===== config.mk =====
export PLATFORM = sky130hd
export DESIGN_NAME = fetch
export DESIGN_NICKNAME = d
export VERILOG_FILES = /design/src/rtl/core_pkg.sv /design/src/rtl/fetch_fifo.sv /design/src/rtl/fetch.sv
export SDC_FILE = /design/constraint.sdc
export NUM_CORES = 1
export LEC_CHECK = 0
export ABC_AREA = 1
export CAP_MARGIN = 25
export CORE_MARGIN = 2
export CORE_UTILIZATION = 55
export CTS_CLUSTER_DIAMETER = 50
export DETAILED_ROUTE_END_ITERATION = 16
export PLACE_DENSITY = 0.81
export SLEW_MARGIN = 0
export SYNTH_ARGS = -nofsm -noshare
export SYNTH_HDL_FRONTEND = slang
export SYNTH_HIERARCHICAL = 1
export SYNTH_SLANG_ARGS = --single-unit
export TNS_END_PERCENT = 5

===== constraint.sdc =====
create_clock -name clk -period 3.35 [get_ports clk]
set_input_delay 0.67 -clock clk [delete_from_list [all_inputs] [get_ports clk]]
set_output_delay 0.67 -clock clk [all_outputs]
set_load 0.005 [all_outputs]

===== src/rtl/core_pkg.sv =====
// Shared fetch-stage definitions: NOP encoding, default boot address,
// fetch FSM states and the {pc, insn} entry held by the fetch FIFO.
package core_pkg;

  localparam logic [31:0] NOP              = 32'h0000_0013;
  localparam logic [31:0] DEFAULT_BASEADDR = 32'h0100_0000;

  typedef enum logic [1:0] {
    BOOT  = 2'd0,
    RUN   = 2'd1,
    FAULT = 2'd2
  } fetch_state_t;

  typedef struct packed {
    logic [31:0] pc;
    logic [31:0] insn;
  } fetch_entry_t;

endpackage


===== src/rtl/fetch_fifo.sv =====
// Two-entry FIFO of fetched {pc, insn} words. Entry 0 is always the head,
// so a pop simply shifts entry 1 down.
module fetch_fifo #(
  parameter int W = 64
) (
  input  logic         clk,
  input  logic         rst,
  input  logic         flush,
  input  logic         push,
  input  logic [W-1:0] push_data,
  input  logic         pop,
  output logic [W-1:0] head,
  output logic [1:0]   count
);

  logic [W-1:0] ent0;
  logic [W-1:0] ent1;
  logic [1:0]   cnt;
  logic         do_pop;
  logic         do_push;

  assign do_pop  = pop && (cnt != 2'd0);
  // A full FIFO still accepts a push when the head leaves in the same cycle.
  assign do_push = push && ((cnt != 2'd2) || do_pop);
  assign head    = ent0;
  assign count   = cnt;

  // Storage and occupancy update; flush empties the queue.
  always_ff @(posedge clk) begin
    if (rst) begin
      cnt  <= 2'd0;
      ent0 <= '0;
      ent1 <= '0;
    end else if (flush) begin
      cnt <= 2'd0;
    end else begin
      case ({do_push, do_pop})
        2'b10: begin
          if (cnt == 2'd0) begin
            ent0 <= push_data;
          end else begin
            ent1 <= push_data;
          end
          cnt <= cnt + 2'd1;
        end
        2'b01: begin
          ent0 <= ent1;
          cnt  <= cnt - 2'd1;
        end
        2'b11: begin
          if (cnt == 2'd1) begin
            ent0 <= push_data;
          end else begin
            ent0 <= ent1;
            ent1 <= push_data;
          end
        end
        default: begin
          cnt <= cnt;
        end
      endcase
    end
  end

endmodule


===== src/rtl/fetch.sv =====
// Instruction fetch stage: issues sequential reads, queues responses for decode.
// Optional misaligned-redirect fault enabled by macro FETCH_ALIGN_CHECK_EN.
module fetch
  import core_pkg::*;
#(
  parameter int                DWIDTH   = 32,
  parameter int                AWIDTH   = 32,
  parameter logic [AWIDTH-1:0] BASEADDR = AWIDTH'(DEFAULT_BASEADDR)
) (
  input  logic              clk,
  input  logic              rst,
  output logic              imem_req_o,
  output logic [AWIDTH-1:0] imem_addr_o,
  input  logic              imem_rvalid_i,
  input  logic [DWIDTH-1:0] imem_rdata_i,
  input  logic              redirect_i,
  input  logic [AWIDTH-1:0] redirect_pc_i,
  output logic              valid_o,
  input  logic              ready_i,
  output logic [AWIDTH-1:0] pc_o,
  output logic [DWIDTH-1:0] insn_o,
  output logic              fault_o
);

  fetch_state_t               state;
  logic [AWIDTH-1:0]          fetch_pc;
  logic [AWIDTH-1:0]          req_pc;
  logic                       outstanding;
  logic                       fault;
  logic [1:0]                 count;
  logic [AWIDTH+DWIDTH-1:0]   head;
  logic [AWIDTH+DWIDTH-1:0]   push_data;
  logic                       not_empty;
  logic                       pop;
  logic                       push;
  logic                       issue;
  logic                       misaligned;
  logic [AWIDTH-1:0]          target;
  logic [2:0]                 credit;

`ifdef FETCH_ALIGN_CHECK_EN
  assign misaligned = redirect_i && (redirect_pc_i[1:0] != 2'b00);
  assign target     = redirect_pc_i;
`else
  assign misaligned = 1'b0;
  assign target     = redirect_pc_i & ~(AWIDTH'(32'd3));
`endif

  assign not_empty = (count != 2'd0);
  assign pop       = not_empty && ready_i && !redirect_i;
  // The response is only kept if it belongs to a request still considered live.
  assign push      = imem_rvalid_i && outstanding && !redirect_i && !rst;
  assign push_data = {req_pc, imem_rdata_i};
  // Credit counts the slot freed by this cycle's pop so ready_i high sustains one fetch per cycle.
  assign credit    = {1'b0, count} + {2'b00, outstanding} - {2'b00, pop};
  assign issue     = (state == RUN) && !rst && !redirect_i && (credit < 3'd2);

  assign imem_req_o  = issue;
  assign imem_addr_o = rst ? BASEADDR : fetch_pc;
  assign valid_o     = not_empty && !rst;
  assign pc_o        = valid_o ? head[AWIDTH+DWIDTH-1:DWIDTH] : '0;
  assign insn_o      = valid_o ? head[DWIDTH-1:0] : DWIDTH'(NOP);
  assign fault_o     = fault && !rst;

  fetch_fifo #(
    .W(AWIDTH + DWIDTH)
  ) u_fifo (
    .clk       (clk),
    .rst       (rst),
    .flush     (redirect_i),
    .push      (push),
    .push_data (push_data),
    .pop       (pop),
    .head      (head),
    .count     (count)
  );

  // Control FSM with fetch PC, in-flight request tracking and sticky fault.
  always_ff @(posedge clk) begin
    if (rst) begin
      state       <= BOOT;
      fetch_pc    <= BASEADDR;
      req_pc      <= BASEADDR;
      outstanding <= 1'b0;
      fault       <= 1'b0;
    end else begin
      outstanding <= issue;
      if (issue) begin
        req_pc   <= fetch_pc;
        fetch_pc <= fetch_pc + AWIDTH'(32'd4);
      end
      case (state)
        BOOT: begin
          if (misaligned) begin
            state <= FAULT;
            fault <= 1'b1;
          end else begin
            state <= RUN;
            if (redirect_i) begin
              fetch_pc <= target;
            end
          end
        end
        RUN: begin
          if (misaligned) begin
            state <= FAULT;
            fault <= 1'b1;
          end else if (redirect_i) begin
            fetch_pc <= target;
          end
        end
        FAULT: begin
          state <= FAULT;
        end
        default: begin
          state <= BOOT;
        end
      endcase
    end
  end

endmodule


; Word-level counts from Yosys, hierarchy flattened
; Cells that the tools add are included.
; Widths: inputs -> output; s select.
[classes]
shift = 0
bitwise_logic = 1
n_mux = 14
div_mod_pow = 0
eq_ne = 10
multipliers = 0
reduce_logical = 24
addsub = 5
order_cmp = 1
[ops]
columns = cell, count
row1 = $mux 64, 4
row2 = $mux 32, 6
row3 = $pmux 64 s3, 1
row4 = $pmux 64 s2, 1
row5 = $add 32x3->32 const B, 1
row6 = $logic_and 1x1->1, 11
row7 = $eq 2x1->1 const B, 3
row8 = $eq 2x2->1 const B, 3
row9 = $ne 2x2->1 const B, 3
row10 = $pmux 2 s3, 1
row11 = $reduce_bool 2->1, 3
row12 = $logic_not 2->1, 2
row13 = $pmux 2 s2, 1
row14 = $reduce_and 4->1, 1
row15 = $reduce_or 2->1, 2
row16 = $add 2x1->3, 1
row17 = $lt 3x2->1 const B, 1
row18 = $reduce_and 3->1, 1
row19 = $reduce_bool 3->1, 1
row20 = $sub 3x1->3, 1
row21 = $add 2x1->2 const B, 1
row22 = $logic_not 1->1, 2
row23 = $ne 2x1->1 const B, 1
row24 = $sub 2x1->2 const B, 1
row25 = 2 further kinds, 2
[word_totals]
out_inout_bits = 99
n_memories = 0
rom_bits = 0
reg_bits = 197
inputBits = 69
latchBits = 0
mem_bits_rw = 0

; Logic depth before layout (Yosys ltp)
[logic_depth]
ltp_word = 9
depth_mapped = 17
mapped_depth_nobuf = 16

; Modules after synthesis
; Netlist, hierarchy kept.
[by_module_without_submodules]
columns = module, instances, cells_per_inst, area_per_inst_um2
row1 = fetch_fifo, 1, 1070, 6547.5
row2 = fetch, 1, 705, 4157.7

; Worst setup path after synthesis
; Ideal clock, no wire load.
[synth_timing]
path_type = input -> output
start = in redirect_i
end = out imem_req_o
stages = 12
required_time_ns = 2.680
setup_slack_ns = 0.337
arrival_time_ns = 2.343
path_buffers = 1
cell_sequence = inv_2 -> nand2_1 -> nor2_1 -> ha_1 -> inv_1 -> nand2_1 -> fa_1 -> nand3_1 -> nor2_1 -> nand2_4 -> inv_4 -> buf_2
[synth_via]
elab_chain_len = 5
word_cells_on_any_way = 6
classes_between = add/sub (1) / order compare (1) / reduce/logical (4)
[synth_rtl]
columns = element, line_no
row1 = start: declaration, fetch.sv:16  ; input logic redirect_i,
row2 = $logic_not 1->1, fetch.sv:50  ; assign pop = not_empty && ready_i && !redirect_i;
row3 = $logic_and 1x1->1, fetch.sv:50
row4 = named net pop, fetch.sv:34  ; logic pop;
row5 = $sub 3x1->3, fetch.sv:55  ; assign credit = {1'b0, count} + {2'b00, outstanding} - {2'b00, pop};
row6 = $lt 3x2->1, fetch.sv:56  ; assign issue = (state == RUN) && !rst && !redirect_i && (credit < 3'd2);
row7 = $logic_and 1x1->1, fetch.sv:56
row8 = end: declaration, fetch.sv:12  ; output logic imem_req_o,
; The timed path passes the listed nets, and every way through them passes these cells.

; Final worst setup path
[layout_timing]
start = in ready_i
end = out imem_req_o
[layout_via]
elab_chain_len = 5
[layout_rtl]
columns = element, line_no
row1 = start: declaration, fetch.sv:19  ; input logic ready_i,
row2 = $logic_and 1x1->1 (2 in series), fetch.sv:50
row3 = named net pop, fetch.sv:34
row4 = $sub 3x1->3, fetch.sv:55
row5 = $lt 3x2->1, fetch.sv:56
row6 = $logic_and 1x1->1, fetch.sv:56
; The timed path passes the listed nets, and every way through them passes these cells.

==> Flow_metrics.wiki <==
{| class="wikitable"
! Metric !! Value
|-
| Worst IR drop on VDD || 0.0003708 V
|-
| Result of the run || complete, no violations
|-
| Count of final max-slew check failures || 0
|-
| Worst setup path class || input port to primary output
|-
| Pin count of the biggest net entering global routing || 64
|-
| Met3 Usage GRT || 3.699%
|-
| Synthesized cell area || about 11000 sq um
|-
| Worst R2R Setup Slack || between 0.5 and 0.6 ns
|-
| ANT cells || 0
|-
| Count of final setup violators || 0
|-
| Arrival time of the worst setup path || 2.56 ns
|-
| Worst hold slack across all endpoints || 0.4330 ns
|-
| Period minus WS final || 3.235 ns
|-
| TritonCTS clock tree || yes
|-
| Global-route wire length before repair || 42.12 mm
|-
| Post-layout net count || approximately 2000
|-
| Final count of hold timing violations || 0
|-
| Unrepaired setup endpoints after global routing || yes
|-
| Met2 usage in global routing || 41.20%
|-
| Final non-filler cell total || 2170
|-
| I/O pin total || 168
|-
| Die X-Extent || about 140 um
|-
| Cell with the largest stage delay on the worst path || sky130_fd_sc_hd__fa_1
|-
| Overflow left after global routing || 0
|-
| Floorplan row count || 51
|-
| Final core area utilization || just under 70%
|-
| Most area-consuming cells after synthesis || sky130_fd_sc_hd__dfxtp_1 (36%), sky130_fd_sc_hd__nand2_1 (18%), sky130_fd_sc_hd__nor2_1 (12%), sky130_fd_sc_hd__inv_1 (10%), sky130_fd_sc_hd__nand3_1 (5.7%)
|-
| Via density || roughly 4.8
|-
| Kind of start point of the critical path || input port
|-
| Total CTS buffers || 17
|-
| Area inside the core boundary || 19270 sq um
|-
| Top achievable clock speed || between 300 and 400 MHz
|-
| Proportion of synthesized chip area in sequential cells || 36.09%
|-
| Crit path largest cell delay || roughly 0.49 ns
|-
| Syn avg cell area || 6.031 sq um
|-
| Max-capacitance violation count || 0
|-
| Critical path data required time || between 2 and 3 ns
|-
| Total length of routed wires || about 26 mm
|-
| Yosys warnings || 6
|-
| Placer's final routability congestion estimate || 0.8906
|-
| CTS root buf || sky130_fd_sc_hd__clkbuf_16
|-
| Residual DRC || 0
|-
| Number of detailed-route iterations in the first pass || 5
|-
| Yosys top cell area share || 36.09%
|-
| Layout area overhead || 22.32%
|-
| List of cells traversed by the critical path || clkdlybuf4s50_1 -> nand2_1 -> nor2_2 -> ha_1 -> inv_1 -> nand2_1 -> fa_1 -> nand3_1 -> nor2_2 -> nand2_4 -> inv_4 -> buf_2
|-
| Final worst clock skew || 0.01241 ns
|-
| Area after detailed placement || 12400 sq um
|-
| Synthesized netlist cell count || 1775
|-
| Slew at the pin with the worst max-slew slack || 0.7658 ns
|-
| Kind of capture point of the worst setup path || primary output
|-
| Proportion of layout cells with a drive suffix above 1 || 5.722%
|-
| CTS clk-pin slew, worst paths || 0.07 ns
|-
| Final total negative setup slack || 0 ns
|-
| Input/output buffers || 162
|-
| Initial antenna violation count || 0
|-
| Number of storage elements in the synthesis netlist || about 190
|-
| Most Crowded Layer GR || met2
|-
| Die ar. || 20600 sq um
|-
| Vias in the first global route || 8777
|-
| Worst hold path class || flop to flop
|-
| Design Power || 5.100 mW
|-
| Fillers || about 1700
|-
| Initial cell density of the core || about 56%
|-
| Total leakage power || 5.974 nW
|-
| Library cell with the largest summed area after synthesis || sky130_fd_sc_hd__dfxtp_1
|-
| Number of enable flip-flop cells after synthesis || 0
|-
| Dominant cell by count in the synthesized netlist || sky130_fd_sc_hd__nand2_1
|-
| Power per unit of standard cell area || 389.5 nW/um^2
|-
| Final cell area excluding filler cells || 13100 sq um
|-
| Worst slack at placement || -0.3968 ns
|-
| Y dimension of the die || 143.5 um
|-
| Routed Antenna Nets || 0
|-
| Maximum net fanout on the critical path || 2
|-
| Top flip-flop cell by instance count after synthesis || sky130_fd_sc_hd__dfxtp_1
|-
| Total vias in the final route || around 10000
|-
| Worst setup slack after layout || about 0.12 ns
|-
| Placed Cells incl. Taps || 2131
|-
| Async set-reset flop share out of synthesis || 0%
|-
| Placed wire-length estimate || between 15 and 20 mm
|-
| Fin crit share || between 90% and 100%
|-
| Met1 routing resource usage after global routing || 34.61%
|-
| Max-slew headroom at the worst pin || 48.87%
|-
| Max clock buf depth || 2
|-
| Leading cell types by count after synthesis || sky130_fd_sc_hd__nand2_1 (521), sky130_fd_sc_hd__nor2_1 (334), sky130_fd_sc_hd__inv_1 (287)
|-
| Maximum level of the CTS H-tree || 4
|-
| Clk sink count || approximately 190
|-
| Initial detailed-routing violation count || 580
|-
| Clk_lat worst skew || 0.43 ns
|-
| GRT Util Overall || 25.01%
|-
| Unique cell type count in the Yosys netlist || 35
|-
| Wire per inst || approximately 12 um
|}
==> per-layer routing <==
metal	share of wire (%)	wire length, um
met1	47	12390
met2	47	12280
met3	4.6	1199
met4	0.93	244
met5	0	0
==> final cells by class <==
type                    count  area, sq um  share of cell area, %
multi-input cells        1190         5121                  39.11
clock buffers              19        442.9                  3.382
well taps                 265        331.6                  2.532
inverters                 294         1112                  8.494
clock inverters            13        202.7                  1.548
repair buffers            196         2021                  15.43
flip-flops and latches    193         3864                  29.51
==> placed cells by master, fill, tap and decap left out, types with 8 or more instances in the layout <==
| master | n |
|---|---|
| sky130_fd_sc_hd__nand2_1 | 519 |
| sky130_fd_sc_hd__dfxtp_1 | 193 |
| sky130_fd_sc_hd__buf_12 | 12 |
| sky130_fd_sc_hd__o21ai_0 | 47 |
| sky130_fd_sc_hd__inv_1 | 285 |
| sky130_fd_sc_hd__or2_2 | 8 |
| sky130_fd_sc_hd__nand4_1 | 9 |
| sky130_fd_sc_hd__clkdlybuf4s50_1 | 160 |
| sky130_fd_sc_hd__nor2_1 | 332 |
| sky130_fd_sc_hd__a21oi_1 | 88 |
| sky130_fd_sc_hd__clkbuf_16 | 17 |
| sky130_fd_sc_hd__nand3_1 | 121 |
| sky130_fd_sc_hd__buf_4 | 22 |
==> what timing repair did <==
item | 4_1_cts | 5_1_grt
resized for setup | 7 | 0
pin swaps | 2 | 2
hold buffers | 0 | 0
endpoints found under the setup margin | 1 | 11
buffers inserted | 7 | 0
==> logic make-up after synthesis <==
logic type | after synthesis | share of synthesized area, %
and+or+nand+nor | 1015 | 38.28
buffers and inverters | 398 | 16.47
DFF | 193 | 36.09
AOI/OAI and AO/OA | 154 | 7.632
xor gates and xnor gates | 8 | 0.7247
adders and majority gates | 6 | 0.7714
other | 1 | 0.03503
==> registers in the layout, indices dropped and copies added, names as in the netlist <==
register      count
fetch_pc         30
outstanding       1
req_pc           30
state             2
u_fifo/count      2
u_fifo/ent1      64
u_fifo/head      64
==> path summary, 6_finish.rpt <==
check,startpoint,endpoint,cells past startpoint
max,ready_i,imem_req_o,12
min,state[0]$_SDFFE_PP0N_,state[1]$_SDFFE_PP0N_,1
max reg2reg,u_fifo/count[0]$_SDFFE_PP0P_,fetch_pc[2]$_SDFF_PP0_,16
min reg2reg,state[0]$_SDFFE_PP0N_,state[1]$_SDFFE_PP0N_,1
==> critical path: cells and delay by family <==
kind | cells | cell delay [ns]
buf+inv | 4 | 0.67
simple gates | 6 | 0.50
fa+ha+maj | 2 | 0.72
==> where the power goes <==
part	switching, mW	internal, mW
Clock	0.921	1.29
Combinational	0.273	0.214
Sequential	0.0530	2.35
Total	1.25	3.85
Note: power is estimated with default switching activity, not from simulation.
